### config.mk
export PLATFORM = sky130hd
export DESIGN_NAME = jzjpcc_mem_arbiter_flat
export DESIGN_NICKNAME = d
export VERILOG_FILES = /design/src/rtl/jzjpcc_mem_arbiter_if.sv /design/src/rtl/jzjpcc_mem_arbiter.sv /design/src/flat_wrapper.sv
export SDC_FILE = /design/constraint.sdc
export NUM_CORES = 1
export LEC_CHECK = 0
export BUFFER_PORTS_ARGS = -buffer_cell sky130_fd_sc_hd__buf_4
export CORE_AREA = 2 2 98 100
export CTS_CLUSTER_DIAMETER = 60
export DETAILED_ROUTE_END_ITERATION = 16
export DIE_AREA = 0 0 100 102
export GPL_TIMING_DRIVEN = 0
export PLACE_DENSITY = 0.59
export SLEW_MARGIN = 10
export SYNTH_ARGS = -nofsm -noshare
export SYNTH_HDL_FRONTEND = slang
export SYNTH_SLANG_ARGS = --single-unit
### constraint.sdc
create_clock -name clock -period 1.46 [get_ports clock]
set_input_delay 0.219 -clock clock [delete_from_list [all_inputs] [get_ports clock]]
set_output_delay 0.219 -clock clock [all_outputs]
set_load 0.01 [all_outputs]
### src/rtl/jzjpcc_mem_arbiter_if.sv
// ============================================================================
// Module   : jzjpcc_mem_arbiter_if
// Brief    : Requester, RAM and status bundle for the memory-port arbiter.
// Revision : 1.0 - initial release
// ============================================================================
`default_nettype none

interface jzjpcc_mem_arbiter_if #(
    parameter int ADDR_WIDTH = 12
);
    logic                  coreReq;
    logic                  coreWrite;
    logic [ADDR_WIDTH-1:0] coreAddr;
    logic [31:0]           coreWData;
    logic [3:0]            coreByteEn;
    logic                  coreGrant;
    logic                  coreStall;
    logic                  coreRValid;
    logic [31:0]           coreRData;

    logic                  dbgReq;
    logic                  dbgWrite;
    logic [ADDR_WIDTH-1:0] dbgAddr;
    logic [31:0]           dbgWData;
    logic [3:0]            dbgByteEn;
    logic                  dbgGrant;
    logic                  dbgRValid;
    logic [31:0]           dbgRData;

    logic                  ramEnable;
    logic                  ramWrite;
    logic [ADDR_WIDTH-1:0] ramAddr;
    logic [31:0]           ramWData;
    logic [3:0]            ramByteEn;
    logic [31:0]           ramRData;

    logic                  starveActive;

    // Environment side: requesters plus the RAM backend.
    modport master (
        output coreReq, coreWrite, coreAddr, coreWData, coreByteEn,
        input  coreGrant, coreStall, coreRValid, coreRData,
        output dbgReq, dbgWrite, dbgAddr, dbgWData, dbgByteEn,
        input  dbgGrant, dbgRValid, dbgRData,
        input  ramEnable, ramWrite, ramAddr, ramWData, ramByteEn,
        output ramRData,
        input  starveActive
    );

    // Arbiter side.
    modport slave (
        input  coreReq, coreWrite, coreAddr, coreWData, coreByteEn,
        output coreGrant, coreStall, coreRValid, coreRData,
        input  dbgReq, dbgWrite, dbgAddr, dbgWData, dbgByteEn,
        output dbgGrant, dbgRValid, dbgRData,
        output ramEnable, ramWrite, ramAddr, ramWData, ramByteEn,
        input  ramRData,
        output starveActive
    );
endinterface

`default_nettype wire

### src/rtl/jzjpcc_mem_arbiter.sv
// ============================================================================
// Module   : jzjpcc_mem_arbiter
// Brief    : Core/debug arbiter for the single-word RAM data port with debug
//            starvation override; optional grant statistics via the macro
//            JZJPCC_MEM_ARB_STATS_EN.
// Revision : 1.0 - initial release
// ============================================================================
`default_nettype none

module jzjpcc_mem_arbiter #(
    parameter int ADDR_WIDTH = 12,
    parameter int MAX_WAIT   = 4
) (
    input  wire logic           clock,
    input  wire logic           reset,
    jzjpcc_mem_arbiter_if.slave bus
`ifdef JZJPCC_MEM_ARB_STATS_EN
    ,
    output logic [15:0]         coreGrantCount,
    output logic [15:0]         dbgGrantCount,
    output logic [15:0]         stallCount
`endif
);

    localparam logic [3:0] c_MAX_WAIT = 4'(MAX_WAIT);

    typedef enum logic [1:0] {
        RD_NONE = 2'd0,
        RD_CORE = 2'd1,
        RD_DBG  = 2'd2
    } rd_owner_t;

    rd_owner_t             r_rd_owner;
    logic [3:0]            r_wait_count;

    logic                  w_core_req;
    logic                  w_dbg_req;
    logic                  w_starve;
    logic                  w_core_grant;
    logic                  w_dbg_grant;
    logic                  w_ram_write;
    logic [ADDR_WIDTH-1:0] w_ram_addr;
    logic [31:0]           w_ram_wdata;
    logic [3:0]            w_ram_byte_en;

    // Requests are masked while reset is held so every output reads zero.
    assign w_core_req   = bus.coreReq & reset;
    assign w_dbg_req    = bus.dbgReq & reset;
    assign w_starve     = w_dbg_req & (r_wait_count == c_MAX_WAIT);
    assign w_dbg_grant  = w_dbg_req & (~w_core_req | w_starve);
    assign w_core_grant = w_core_req & ~w_dbg_grant;

    always_comb begin
        w_ram_write   = 1'b0;
        w_ram_addr    = '0;
        w_ram_wdata   = '0;
        w_ram_byte_en = 4'b0000;
        if (w_dbg_grant) begin
            w_ram_write   = bus.dbgWrite;
            w_ram_addr    = bus.dbgAddr;
            w_ram_wdata   = bus.dbgWData;
            w_ram_byte_en = bus.dbgWrite ? bus.dbgByteEn : 4'b1111;
        end else if (w_core_grant) begin
            w_ram_write   = bus.coreWrite;
            w_ram_addr    = bus.coreAddr;
            w_ram_wdata   = bus.coreWData;
            w_ram_byte_en = bus.coreWrite ? bus.coreByteEn : 4'b1111;
        end
    end

    always_ff @(posedge clock or negedge reset) begin
        if (!reset) begin
            r_wait_count <= 4'd0;
            r_rd_owner   <= RD_NONE;
        end else begin
            if (!w_dbg_req || w_dbg_grant) begin
                r_wait_count <= 4'd0;
            end else if (r_wait_count != c_MAX_WAIT) begin
                r_wait_count <= r_wait_count + 4'd1;
            end

            // Track who owns the read data that the RAM returns next cycle.
            if (w_core_grant && !bus.coreWrite) begin
                r_rd_owner <= RD_CORE;
            end else if (w_dbg_grant && !bus.dbgWrite) begin
                r_rd_owner <= RD_DBG;
            end else begin
                r_rd_owner <= RD_NONE;
            end
        end
    end

    assign bus.coreGrant    = w_core_grant;
    assign bus.dbgGrant     = w_dbg_grant;
    assign bus.coreStall    = w_core_req & ~w_core_grant;
    assign bus.starveActive = w_starve;

    assign bus.ramEnable    = w_core_grant | w_dbg_grant;
    assign bus.ramWrite     = w_ram_write;
    assign bus.ramAddr      = w_ram_addr;
    assign bus.ramWData     = w_ram_wdata;
    assign bus.ramByteEn    = w_ram_byte_en;

    assign bus.coreRValid   = (r_rd_owner == RD_CORE);
    assign bus.dbgRValid    = (r_rd_owner == RD_DBG);
    assign bus.coreRData    = (r_rd_owner == RD_CORE) ? bus.ramRData : 32'd0;
    assign bus.dbgRData     = (r_rd_owner == RD_DBG)  ? bus.ramRData : 32'd0;

`ifdef JZJPCC_MEM_ARB_STATS_EN
    logic [15:0] r_core_grant_count;
    logic [15:0] r_dbg_grant_count;
    logic [15:0] r_stall_count;

    // Free-running counters; natural 16-bit wraparound is intended.
    always_ff @(posedge clock or negedge reset) begin
        if (!reset) begin
            r_core_grant_count <= 16'd0;
            r_dbg_grant_count  <= 16'd0;
            r_stall_count      <= 16'd0;
        end else begin
            if (w_core_grant) begin
                r_core_grant_count <= r_core_grant_count + 16'd1;
            end
            if (w_dbg_grant) begin
                r_dbg_grant_count <= r_dbg_grant_count + 16'd1;
            end
            if (w_core_req && !w_core_grant) begin
                r_stall_count <= r_stall_count + 16'd1;
            end
        end
    end

    assign coreGrantCount = r_core_grant_count;
    assign dbgGrantCount  = r_dbg_grant_count;
    assign stallCount     = r_stall_count;
`endif

endmodule

`default_nettype wire

### src/flat_wrapper.sv
// flat-port wrapper written by rule: the top's interface ports become plain ports
module jzjpcc_mem_arbiter_flat 
#(
    parameter int ADDR_WIDTH = 12,
    parameter int MAX_WAIT   = 4
)
  (clock, reset, bus_coreReq, bus_coreWrite, bus_coreAddr, bus_coreWData, bus_coreByteEn, bus_coreGrant, bus_coreStall, bus_coreRValid, bus_coreRData, bus_dbgReq, bus_dbgWrite, bus_dbgAddr, bus_dbgWData, bus_dbgByteEn, bus_dbgGrant, bus_dbgRValid, bus_dbgRData, bus_ramEnable, bus_ramWrite, bus_ramAddr, bus_ramWData, bus_ramByteEn, bus_ramRData, bus_starveActive);
  jzjpcc_mem_arbiter_if #(.ADDR_WIDTH(ADDR_WIDTH)) bus_i ();
  input  wire logic clock;
  input  wire logic reset;
  input wire logic [$bits(bus_i.coreReq)-1:0] bus_coreReq;
  input wire logic [$bits(bus_i.coreWrite)-1:0] bus_coreWrite;
  input wire logic [$bits(bus_i.coreAddr)-1:0] bus_coreAddr;
  input wire logic [$bits(bus_i.coreWData)-1:0] bus_coreWData;
  input wire logic [$bits(bus_i.coreByteEn)-1:0] bus_coreByteEn;
  output wire logic [$bits(bus_i.coreGrant)-1:0] bus_coreGrant;
  output wire logic [$bits(bus_i.coreStall)-1:0] bus_coreStall;
  output wire logic [$bits(bus_i.coreRValid)-1:0] bus_coreRValid;
  output wire logic [$bits(bus_i.coreRData)-1:0] bus_coreRData;
  input wire logic [$bits(bus_i.dbgReq)-1:0] bus_dbgReq;
  input wire logic [$bits(bus_i.dbgWrite)-1:0] bus_dbgWrite;
  input wire logic [$bits(bus_i.dbgAddr)-1:0] bus_dbgAddr;
  input wire logic [$bits(bus_i.dbgWData)-1:0] bus_dbgWData;
  input wire logic [$bits(bus_i.dbgByteEn)-1:0] bus_dbgByteEn;
  output wire logic [$bits(bus_i.dbgGrant)-1:0] bus_dbgGrant;
  output wire logic [$bits(bus_i.dbgRValid)-1:0] bus_dbgRValid;
  output wire logic [$bits(bus_i.dbgRData)-1:0] bus_dbgRData;
  output wire logic [$bits(bus_i.ramEnable)-1:0] bus_ramEnable;
  output wire logic [$bits(bus_i.ramWrite)-1:0] bus_ramWrite;
  output wire logic [$bits(bus_i.ramAddr)-1:0] bus_ramAddr;
  output wire logic [$bits(bus_i.ramWData)-1:0] bus_ramWData;
  output wire logic [$bits(bus_i.ramByteEn)-1:0] bus_ramByteEn;
  input wire logic [$bits(bus_i.ramRData)-1:0] bus_ramRData;
  output wire logic [$bits(bus_i.starveActive)-1:0] bus_starveActive;
  assign bus_i.coreReq = bus_coreReq;
  assign bus_i.coreWrite = bus_coreWrite;
  assign bus_i.coreAddr = bus_coreAddr;
  assign bus_i.coreWData = bus_coreWData;
  assign bus_i.coreByteEn = bus_coreByteEn;
  assign bus_coreGrant = bus_i.coreGrant;
  assign bus_coreStall = bus_i.coreStall;
  assign bus_coreRValid = bus_i.coreRValid;
  assign bus_coreRData = bus_i.coreRData;
  assign bus_i.dbgReq = bus_dbgReq;
  assign bus_i.dbgWrite = bus_dbgWrite;
  assign bus_i.dbgAddr = bus_dbgAddr;
  assign bus_i.dbgWData = bus_dbgWData;
  assign bus_i.dbgByteEn = bus_dbgByteEn;
  assign bus_dbgGrant = bus_i.dbgGrant;
  assign bus_dbgRValid = bus_i.dbgRValid;
  assign bus_dbgRData = bus_i.dbgRData;
  assign bus_ramEnable = bus_i.ramEnable;
  assign bus_ramWrite = bus_i.ramWrite;
  assign bus_ramAddr = bus_i.ramAddr;
  assign bus_ramWData = bus_i.ramWData;
  assign bus_ramByteEn = bus_i.ramByteEn;
  assign bus_i.ramRData = bus_ramRData;
  assign bus_starveActive = bus_i.starveActive;
  jzjpcc_mem_arbiter #(.ADDR_WIDTH(ADDR_WIDTH), .MAX_WAIT(MAX_WAIT)) u_core (.clock(clock), .reset(reset), .bus(bus_i));
endmodule
# [Word-level counts from Yosys, hierarchy flattened]
# Index checks and enable logic that the tools add are counted.
# Widths: inputs -> output; s select.
[classes] n_mux=16 n_addsub=1 bitwise_logic=11 eq_ne=4 n_reduce_logical=7
[ops] op="$mux 32" n=4
[ops] op="$mux 12" n=2
[ops] op="$mux 4" n=6
[ops] op="$and 1x1->1" n=6
[ops] op="$add 4x1->4 const B" n=1
[ops] op="$eq 4x3->1 const B" n=1
[ops] op="$mux 2" n=2
[ops] op="$ne 4x3->1 const B" n=1
[ops] op="$logic_not 1->1" n=3
[ops] op="$not 1->1" n=3
[ops] op="$eq 2x1->1 const B" n=1
[ops] op="$eq 2x2->1 const B" n=1
[ops] op="$logic_and 1x1->1" n=2
[ops] op="$mux 1" n=2
[ops] op="$or 1x1->1" n=2
[ops] op="$reduce_bool 2->1" n=1
[ops] op="$logic_or 1x1->1" n=1
[totals] out_inout_bits=120 input_bits=134 wordCells=41 reg_bits=6

# [Logic depth before layout (Yosys ltp)]
# Gate-level depths: netlist of run 1.
[logic_depth] ltp_word=8 ltp_mapped=8 depth_no_buf=6

# [Worst setup path before layout of run 1]
# No wires, ideal clock.
[synth_path] kind="reg2out" from="register u_core.r_wait_count[0]" to="output port bus_ramWData[10]" arrival_ps=1425 stages_incl_launch_ff=8 setup_slack_ps=-184 n_path_buf=1 t_required_ps=1241 path_cell_list="dfrtp_1 inv_1 ha_1 nand4b_1 nand3_2 inv_2 clkbuf_1 a22o_1"
[synth_via] elab_chain_len=8
[synth_rtl] element="start, declared" line_no="jzjpcc_mem_arbiter.sv:34" text="logic [3:0] r_wait_count;"
[synth_rtl] element="start signal, assigned" line_no="jzjpcc_mem_arbiter.sv:79" text="r_wait_count <= r_wait_count + 4'd1;"
[synth_rtl] element="$eq 4x3->1 (*)" line_no="jzjpcc_mem_arbiter.sv:49" text="assign w_starve = w_dbg_req & (r_wait_count == c_MAX_WAIT);"
[synth_rtl] element="$and 1x1->1 (*)" line_no="jzjpcc_mem_arbiter.sv:49"
[synth_rtl] element="$or 1x1->1 (*)" line_no="jzjpcc_mem_arbiter.sv:50" text="assign w_dbg_grant = w_dbg_req & (~w_core_req | w_starve);"
[synth_rtl] element="$and 1x1->1 (*)" line_no="jzjpcc_mem_arbiter.sv:50"
[synth_rtl] element="$not 1->1" line_no="jzjpcc_mem_arbiter.sv:51" text="assign w_core_grant = w_core_req & ~w_dbg_grant;"
[synth_rtl] element="$and 1x1->1" line_no="jzjpcc_mem_arbiter.sv:51"
[synth_rtl] element="$mux 32" line_no="jzjpcc_mem_arbiter.sv:63" text="end else if (w_core_grant) begin"
[synth_rtl] element="$mux 32 (*)" line_no="jzjpcc_mem_arbiter.sv:58" text="if (w_dbg_grant) begin"
[synth_rtl] element="end, declared" line_no="flat_wrapper.sv:31" text="output wire logic [$bits(bus_i.ramWData)-1:0] bus_ramWData;"
# Mark *: on every way between the ends. The rest lies on a longest branch, timed or not.

# [Worst setup path in the final report of run 1]
[layout_path] from="register u_core.r_wait_count[1]" to="output port bus_ramWData[26]"
# Same word-level chain as after synthesis.

==> results.md, run 1 <==
* Vias at ~2500
* Pleak at 2.348 nW
* Mean post-synth cell area at 7.596 sq um
* Final instance area at 0.004472 sq mm
* DP Wirelength at 6587 microns
* First-pass GRT wire length at 12630 microns
* Clk pin slew, worst setup/hold paths at ~0.04 ns
* Critical path class: register to output pin
* Design Power at 1.435 mW
* Row count at 35
* Core ar. at 0.009109 sq mm
* Global-route usage over all layers at 15.47%
* H-tree depth at 1
* Clk sinks at 6
* Synth Area in Compound Gates at 33.24%
* Cell Area, Synth at 0.001284 sq mm
* Post-synthesis sequential area ratio at 11.70%
* Worst skew pair latency at 0.22 ns
* DRT Pass-1 Iters at 4
* Setup violators final at ~120
* Startpoint types: register
* Vias in the first global route at 2514
* Top post-synthesis cells by count: 65 x and2_1, 44 x a22o_1, 7 x clkbuf_1, 7 x nor2_1
* Main combinational cell family by area after synthesis: simple AND/OR/NAND/NOR gates
* Full die area at 0.01020 sq mm
* Synth warn at 0
* Post-synth top flop: dfrtp_1
* Synth Area in XOR/XNOR at 1.365%
* Via density at between 4 and 5
* Clk root buf: clkbuf_8
* Starting density of the core at 14.09%
* DR top layer: met4
* Synth top area share at 31.68%
* Post-synthesis mux area share at less than 1%
* Final WL at 9252 microns
* Crit-path max FO at 7
* Clock tree buffer depth at 2
* Max stage delay on crit path at 0.38 ns
* Final setup skew at 0.003259 ns
* Share of post-route cells with drive strength above 1 at a little over four fifths
* # IOs at 254
* Syn-to-layout area delta at 248.3%
* Yosys reg bits at 6
* Met3 WL at 709 microns
* Routed Antenna Nets at 0
* CP max-delay cell: dfrtp_1
* Synth Net Count at 305
* Cts bufs inserted at 3
* Initial DRC count at 32
* Most common cell in the synthesized netlist: and2_1
* Worst VDD drop at 0.2819 mV
* Synthesized instance count at 169
* Final #Nets at 596
* Met2 WL at 5370 microns
* Async set-reset flop share out of synthesis at 100.0%
* Pre-CTS setup slack at -0.4205 ns
* Slew Limit Fails at 0
* Required time worst endpoint at about 1.2 ns
* Logic gate share of total power at 70.2%
* Die span in x at 100 microns
* Cell chain of the critical path: inv_2 -> ha_4 -> nand4b_1 -> nand3_4 -> inv_4 -> buf_8 -> buf_6 -> a22o_1 -> buf_6
* Setup crit end kind: output pin
* Sequential share of power at between 10% and 20%
* GR Overflow Total at 0
* Int Pwr at 989.6 uW
* Failing checks: negative setup slack
* Synth top area cells: and2_1 32%, a22o_1 30%, dfrtp_1 12%
* Max-cap viol count at 0
* Port-buffer cells at 253
* Final Hold Viols at 0
* Dpl cell area at 0.003329 sq mm
* Final period util at 132.4%
* Power Dens Cells at 320.9 mW/mm^2
* Status: finished, violations left
* Relative slew slack at 78.68%
* Hold Crit Class: primary input to register
* Worst-Margin Slew at 0.3188 ns
* Sw frac at a little under a third
* Synth cell types at 24
* Met1 wire length at 3114 microns
* Fmax at 0.5174 GHz
* DRC Markers at 0
* Adder-Cell Fraction of Synth Area at 1.949%
* Die Y at 102 microns
* EDFF count, synth at 0
* # diodes at 0
* Switching pwr at 445.2 uW
* Antenna violations before repair at 0
* CTS tree: done
* Crit path DAT at about 1.7 ns
* Min Tclk post-route at 1.933 ns
* WHS at 0.1533 ns
* Layout filler cell count at 828
* Routed len/inst at approximately 16 microns
* Simple-Gate Fraction of Synth Area at 41.72%
* Final WS setup at -0.4728 ns
* RSZ-0062 raised after global routing: yes
* Largest net degree at the start of global routing at 11
* Crit path top cell by count: buf_6
* Final Wtd Congestion at about 0.7
* Clock power share at between 10% and 20%
* Area leader, netlist: and2_1
==> registers in the layout, indices dropped and copies added (netlist names) <==
register	cells
u_core.r_wait_count	4
u_core.r_rd_owner	2
==> stage by stage <==
| stage | instances | setup TNS, ns | util [%] |
|---|---|---|---|
| 6_report | 569 | -25.70 | 49.09 |
| 5_1_grt | 569 | -36.87 | 49.09 |
| 4_1_cts | 566 | -26.77 | 46.37 |
| 3_5_place_dp | 533 | -22.72 | 36.55 |
| 3_3_place_gp | 533 | -20.12 | 36.55 |
| 2_1_floorplan | 169 | -3.530 | - |
==> power groups by stage <==
stage | clock, mW | sequential [mW] | combinational [mW]
global route | 0.282 | 0.174 | 1.07
CTS | 0.257 | 0.173 | 0.945
floorplan | 0 | 0.174 | 0.248
global placement | 0 | 0.174 | 0.761
finish | 0.254 | 0.173 | 1.01
detailed placement | 0 | 0.174 | 0.766
==> layout by cell type (no fill, tap or decap), drive strengths merged <==
cell	synthesis	layout
nand3b	1	1
nor2	7	7
dlygate4sd3	0	1
xnor2	1	1
xor2	1	1
and2	65	65
dfrtp	6	6
o21a	1	1
a22o	44	44
ha	2	2
nand4b	1	1
mux2i	1	1
nand2	1	1
nor2b	6	6
a21o	1	1
o22ai	4	4
and3	4	4
inv	5	5
clkbuf	7	6
clkinv	0	1
nand3	3	3
buf	8	296
==> worst max-delay path, delay by kind of cell, from the launching register on <==
| family | cells | cell delay [ns] |
|---|---|---|
| simple gates | 2 | 0.28 |
| buf+inv | 5 | 0.50 |
| fa+ha+maj | 1 | 0.13 |
| compound gates | 1 | 0.19 |
| flops | 1 | 0.38 |
==> logic make-up (layout without fill, tap and decap cells) <==
group | count (synthesis) | in the layout
compound gates | 50 | 50
xor+xnor | 2 | 2
fa+ha+maj | 2 | 2
buf+inv | 20 | 309
flops | 6 | 6
mux | 1 | 1
simple gates | 88 | 88
==> repair_timing <==
item                                    CTS  global route
setup buffers                            21             8
gates cloned                              8             3
resized for setup                       176            69
hold buffers                              1             0
endpoints found under the setup margin  123           123
pin swaps                                44            21
endpoints found under the hold margin     6             0
==> final cells by class <==
class                           count  area (sq um)  area share, %
Buffer                             15         182.7          4.085
Clock buffer                        3         41.29         0.9233
Inverter                            5         33.78         0.7555
Multi-Input combinational cell    143          1301          29.10
Sequential cell                     6         150.1          3.358
Tap cell                          111         138.9          3.106
Timing Repair Buffer              285          2615          58.48
Timing Repair inverter              1         8.758         0.1959
==> layer usage <==
metal,track usage [%],vias to the layer above
met3,3.830,6
met5,0,-
met4,2.213,0
met2,32.43,149
met1,15.56,1136
li1,-,1183
==> path summary, 6_finish.rpt <==
check	start	depth (start not counted)	slack (ns)	to
worst max-delay path	u_core.r_wait_count[1]$_DFFE_PN0P_	9	-0.47	bus_ramWData[26]
worst min-delay path	bus_coreWrite	2	0.15	u_core.r_rd_owner[0]$_DFF_PN0_
worst min register to register	u_core.r_wait_count[3]$_DFFE_PN0P_	2	0.65	u_core.r_wait_count[3]$_DFFE_PN0P_
max in group asynchronous	reset	2	0.75	u_core.r_wait_count[1]$_DFFE_PN0P_
min in group asynchronous	reset	2	0.47	u_core.r_rd_owner[1]$_DFF_PN0_
worst max register to register	u_core.r_wait_count[1]$_DFFE_PN0P_	8	-0.01	u_core.r_wait_count[3]$_DFFE_PN0P_
(Power assumes the default switching activity.)
==> run 2: changes to the inputs <==
--- a/config.mk
+++ b/config.mk
@@ -6,12 +6,14 @@
 export NUM_CORES = 1
 export LEC_CHECK = 0
 export BUFFER_PORTS_ARGS = -buffer_cell sky130_fd_sc_hd__buf_4
-export CORE_AREA = 2 2 98 100
+export CELL_PAD_IN_SITES_DETAIL_PLACEMENT = 1
+export CELL_PAD_IN_SITES_GLOBAL_PLACEMENT = 1
+export CORE_MARGIN = 1.5
+export CORE_UTILIZATION = 12
 export CTS_CLUSTER_DIAMETER = 60
 export DETAILED_ROUTE_END_ITERATION = 16
-export DIE_AREA = 0 0 100 102
 export GPL_TIMING_DRIVEN = 0
-export PLACE_DENSITY = 0.59
+export PLACE_DENSITY = 0.82
 export SLEW_MARGIN = 10
 export SYNTH_ARGS = -nofsm -noshare
 export SYNTH_HDL_FRONTEND = slang
==> run 2 against run 1 <==
  * Sequential power hardly changed
  * Total power is 1.8% higher
  * The flow still finishes with violations (negative setup slack)
  * Cell count is 4.0% higher
  * First-iteration DRC count is 130% higher
  * Utilization is 5.5 points lower
  * Sequential cell count stayed put
  * Die area is 11% higher
  * Fmax is 2.8% lower
  * Sequential share of layout area hardly changed
  * Worst setup slack worse by 0.056 ns
  * Cell area is 1.0% higher
  * Combinational power hardly changed
  * Highest routed layer unchanged
==> results.md, run 2 (synthesis gave the netlist of run 1 again) <==
* Status: finished, violations left
* Failing checks: negative setup slack
* Final Wtd Congestion at 0.7954
* First-pass GRT wire length at around 14000 microns
* Post-route insts no fill at 592
* Most frequent cells in the layout: 158 x buf_4, 120 x buf_6, 64 x and2_4
* Starting density of the core at 12.38%
* Cts bufs inserted at 3
* Slew Limit Fails at 0
* Min Tclk post-route at between 1.5 and 2 ns
* Worst VDD drop at 0.2817 mV
* Worst skew pair latency at 0.23 ns
* # diodes at 0
* Critical path class: register to output pin
* Clock tree buffer depth at 2
* Startpoint types: register
* Vias in the first global route at 2759
* Final WL at between 10000 and 15000 microns
* Full die area at approximately 0.011 sq mm
* Top reg by flops: u_core.r_wait_count
* Worst-Margin Slew at about 0.28 ns
* Clk pin slew, worst setup/hold paths at 0.04 ns
* Crit path top cell by count: buf_8
* Relative slew slack at 81.06%
* H-tree depth at 1
* Largest regs: u_core.r_wait_count x4, u_core.r_rd_owner x2
* Clk root buf: clkbuf_8
* Setup crit end kind: output pin
* Routed Antenna Nets at 0
* Final core utilization at 43.56%
* Antenna violations before repair at 0
* Syn-to-layout area delta at 251.9%
* Final period util at 136.2%
* Setup violators final at 121
* Final setup skew at 0.003186 ns
* Hold Crit Class: primary input to register
* Clk sinks at 6
* Row count at 37
* Final Hold Viols at 0
* Die span in x at 106.4 microns
* DRT Pass-1 Iters at 4
* Share of post-route cells with drive strength above 1 at approximately 84%
* Max-cap viol count at 0
* Cells after DPL at ~560
* Pleak at 2.353 nW
* Final WS setup at -0.5290 ns
* Design Power at 1.461 mW
* CP max-delay cell: dfrtp_1
* DP Wirelength at roughly 7400 microns
* Fmax at 0.5028 GHz
* # IOs at roughly 250
* Routed len/inst at 17.45 microns
* Vias at 2517
* Commonest non-fill, non-tap cell in the layout: buf_4
* RSZ-0062 raised after global routing: yes
* CTS tree: done
* Max reg flops at 4
* Initial DRC count at 73
* Via density at between 4 and 5
* Final #Nets at between 500 and 600
* Crit-path max FO at 6
* Crit path DAT at 1.77 ns
* Required time worst endpoint at 1.24 ns
* Cell chain of the critical path: inv_2 -> ha_4 -> nand4b_1 -> nand3_4 -> inv_4 -> buf_8 -> buf_8 -> a22o_4 -> buf_6
* DRC Markers at 0
* Global-route usage over all layers at 15.84%
* Port-buffer cells at between 200 and 300
* Die Y at 106.4 microns
* Max stage delay on crit path at 0.38 ns
* Largest net degree at the start of global routing at 11
* Core ar. at 0.01037 sq mm
* Power Dens Cells at 323.4 mW/mm^2
* GR Overflow Total at 0
* Layout filler cell count at 1163
-- run 2: cell type report --
type                    count  area, sq um  share of cell area [%]
multi-input cells         143         1259                   27.87
clock buffers               3        41.29                  0.9141
inverters                   5        28.78                  0.6371
flip-flops and latches      6        150.1                   3.324
plain buffers              15        202.7                   4.488
repair buffers            284         2665                   59.00
well taps                 136        170.2                   3.767
-- run 2: power breakdown --
group / total, mW / leakage, nW / internal, mW / switching [mW]
logic: 1.03 / 2.25 / 0.654 / 0.376
registers: 0.173 / 0.0826 / 0.170 / 0.00290
clock network: 0.257 / 0.0216 / 0.178 / 0.0792
total: 1.46 / 2.35 / 1.00 / 0.458
-- run 2: per-layer routing --
metal	part of all wire, %	up-vias	global-route usage (%)	wire length, microns
met2	58	153	33.23	5966
met5	0	-	0	0
met1	33	1172	15.56	3387
li1	-	1175	-	-
met3	7.7	17	3.250	800
met4	1.7	0	3.333	174
-- run 2: stage by stage --
stage | hold WS [ns] | TNS [ns] | instance area, sq um | worst slack, ns
after floorplan | -0.07659 | -3.530 | 1291 | -0.1034
after global placement | 0.04729 | -25.66 | 3361 | -0.4272
after detailed placement | 0.05042 | -29.96 | 3361 | -0.4742
after CTS | 0.1513 | -34.83 | 4310 | -0.5725
after global routing | 0.1574 | -39.47 | 4517 | -0.5901
final | 0.1499 | -31.36 | 4517 | -0.5290
-- run 2: critical path, delay by kind of cell (launching register included) --
family	cells	cell delay (ns)
AO/OA/AOI/OAI	1	0.22
adder cells (fa/ha/maj)	1	0.13
buffers and inverters	5	0.51
flip-flops	1	0.38
AND/OR/NAND/NOR	2	0.30
-- run 2: path summary, 6_finish.rpt --
check / from / to / slack (ns) / cells past startpoint
setup / recovery: u_core.r_wait_count[0]$_DFFE_PN0P_ / bus_ramWData[25] / -0.53 / 9
hold / removal: bus_coreWrite / u_core.r_rd_owner[0]$_DFF_PN0_ / 0.15 / 2
setup reg to reg: u_core.r_wait_count[0]$_DFFE_PN0P_ / u_core.r_wait_count[1]$_DFFE_PN0P_ / -0.15 / 9
hold reg to reg: u_core.r_wait_count[3]$_DFFE_PN0P_ / u_core.r_wait_count[3]$_DFFE_PN0P_ / 0.67 / 2
max in group asynchronous: reset / u_core.r_rd_owner[0]$_DFF_PN0_ / 0.78 / 2
min in group asynchronous: reset / u_core.r_wait_count[2]$_DFFE_PN0P_ / 0.46 / 2
-- run 2: repair_timing --
item,4_1_cts,5_1_grt
pin swaps,60,29
gates cloned,8,1
hold endpoints to repair,6,0
hold buffers,1,0
setup buffers,15,7
gates resized for setup,201,48
setup endpoints to repair,123,122
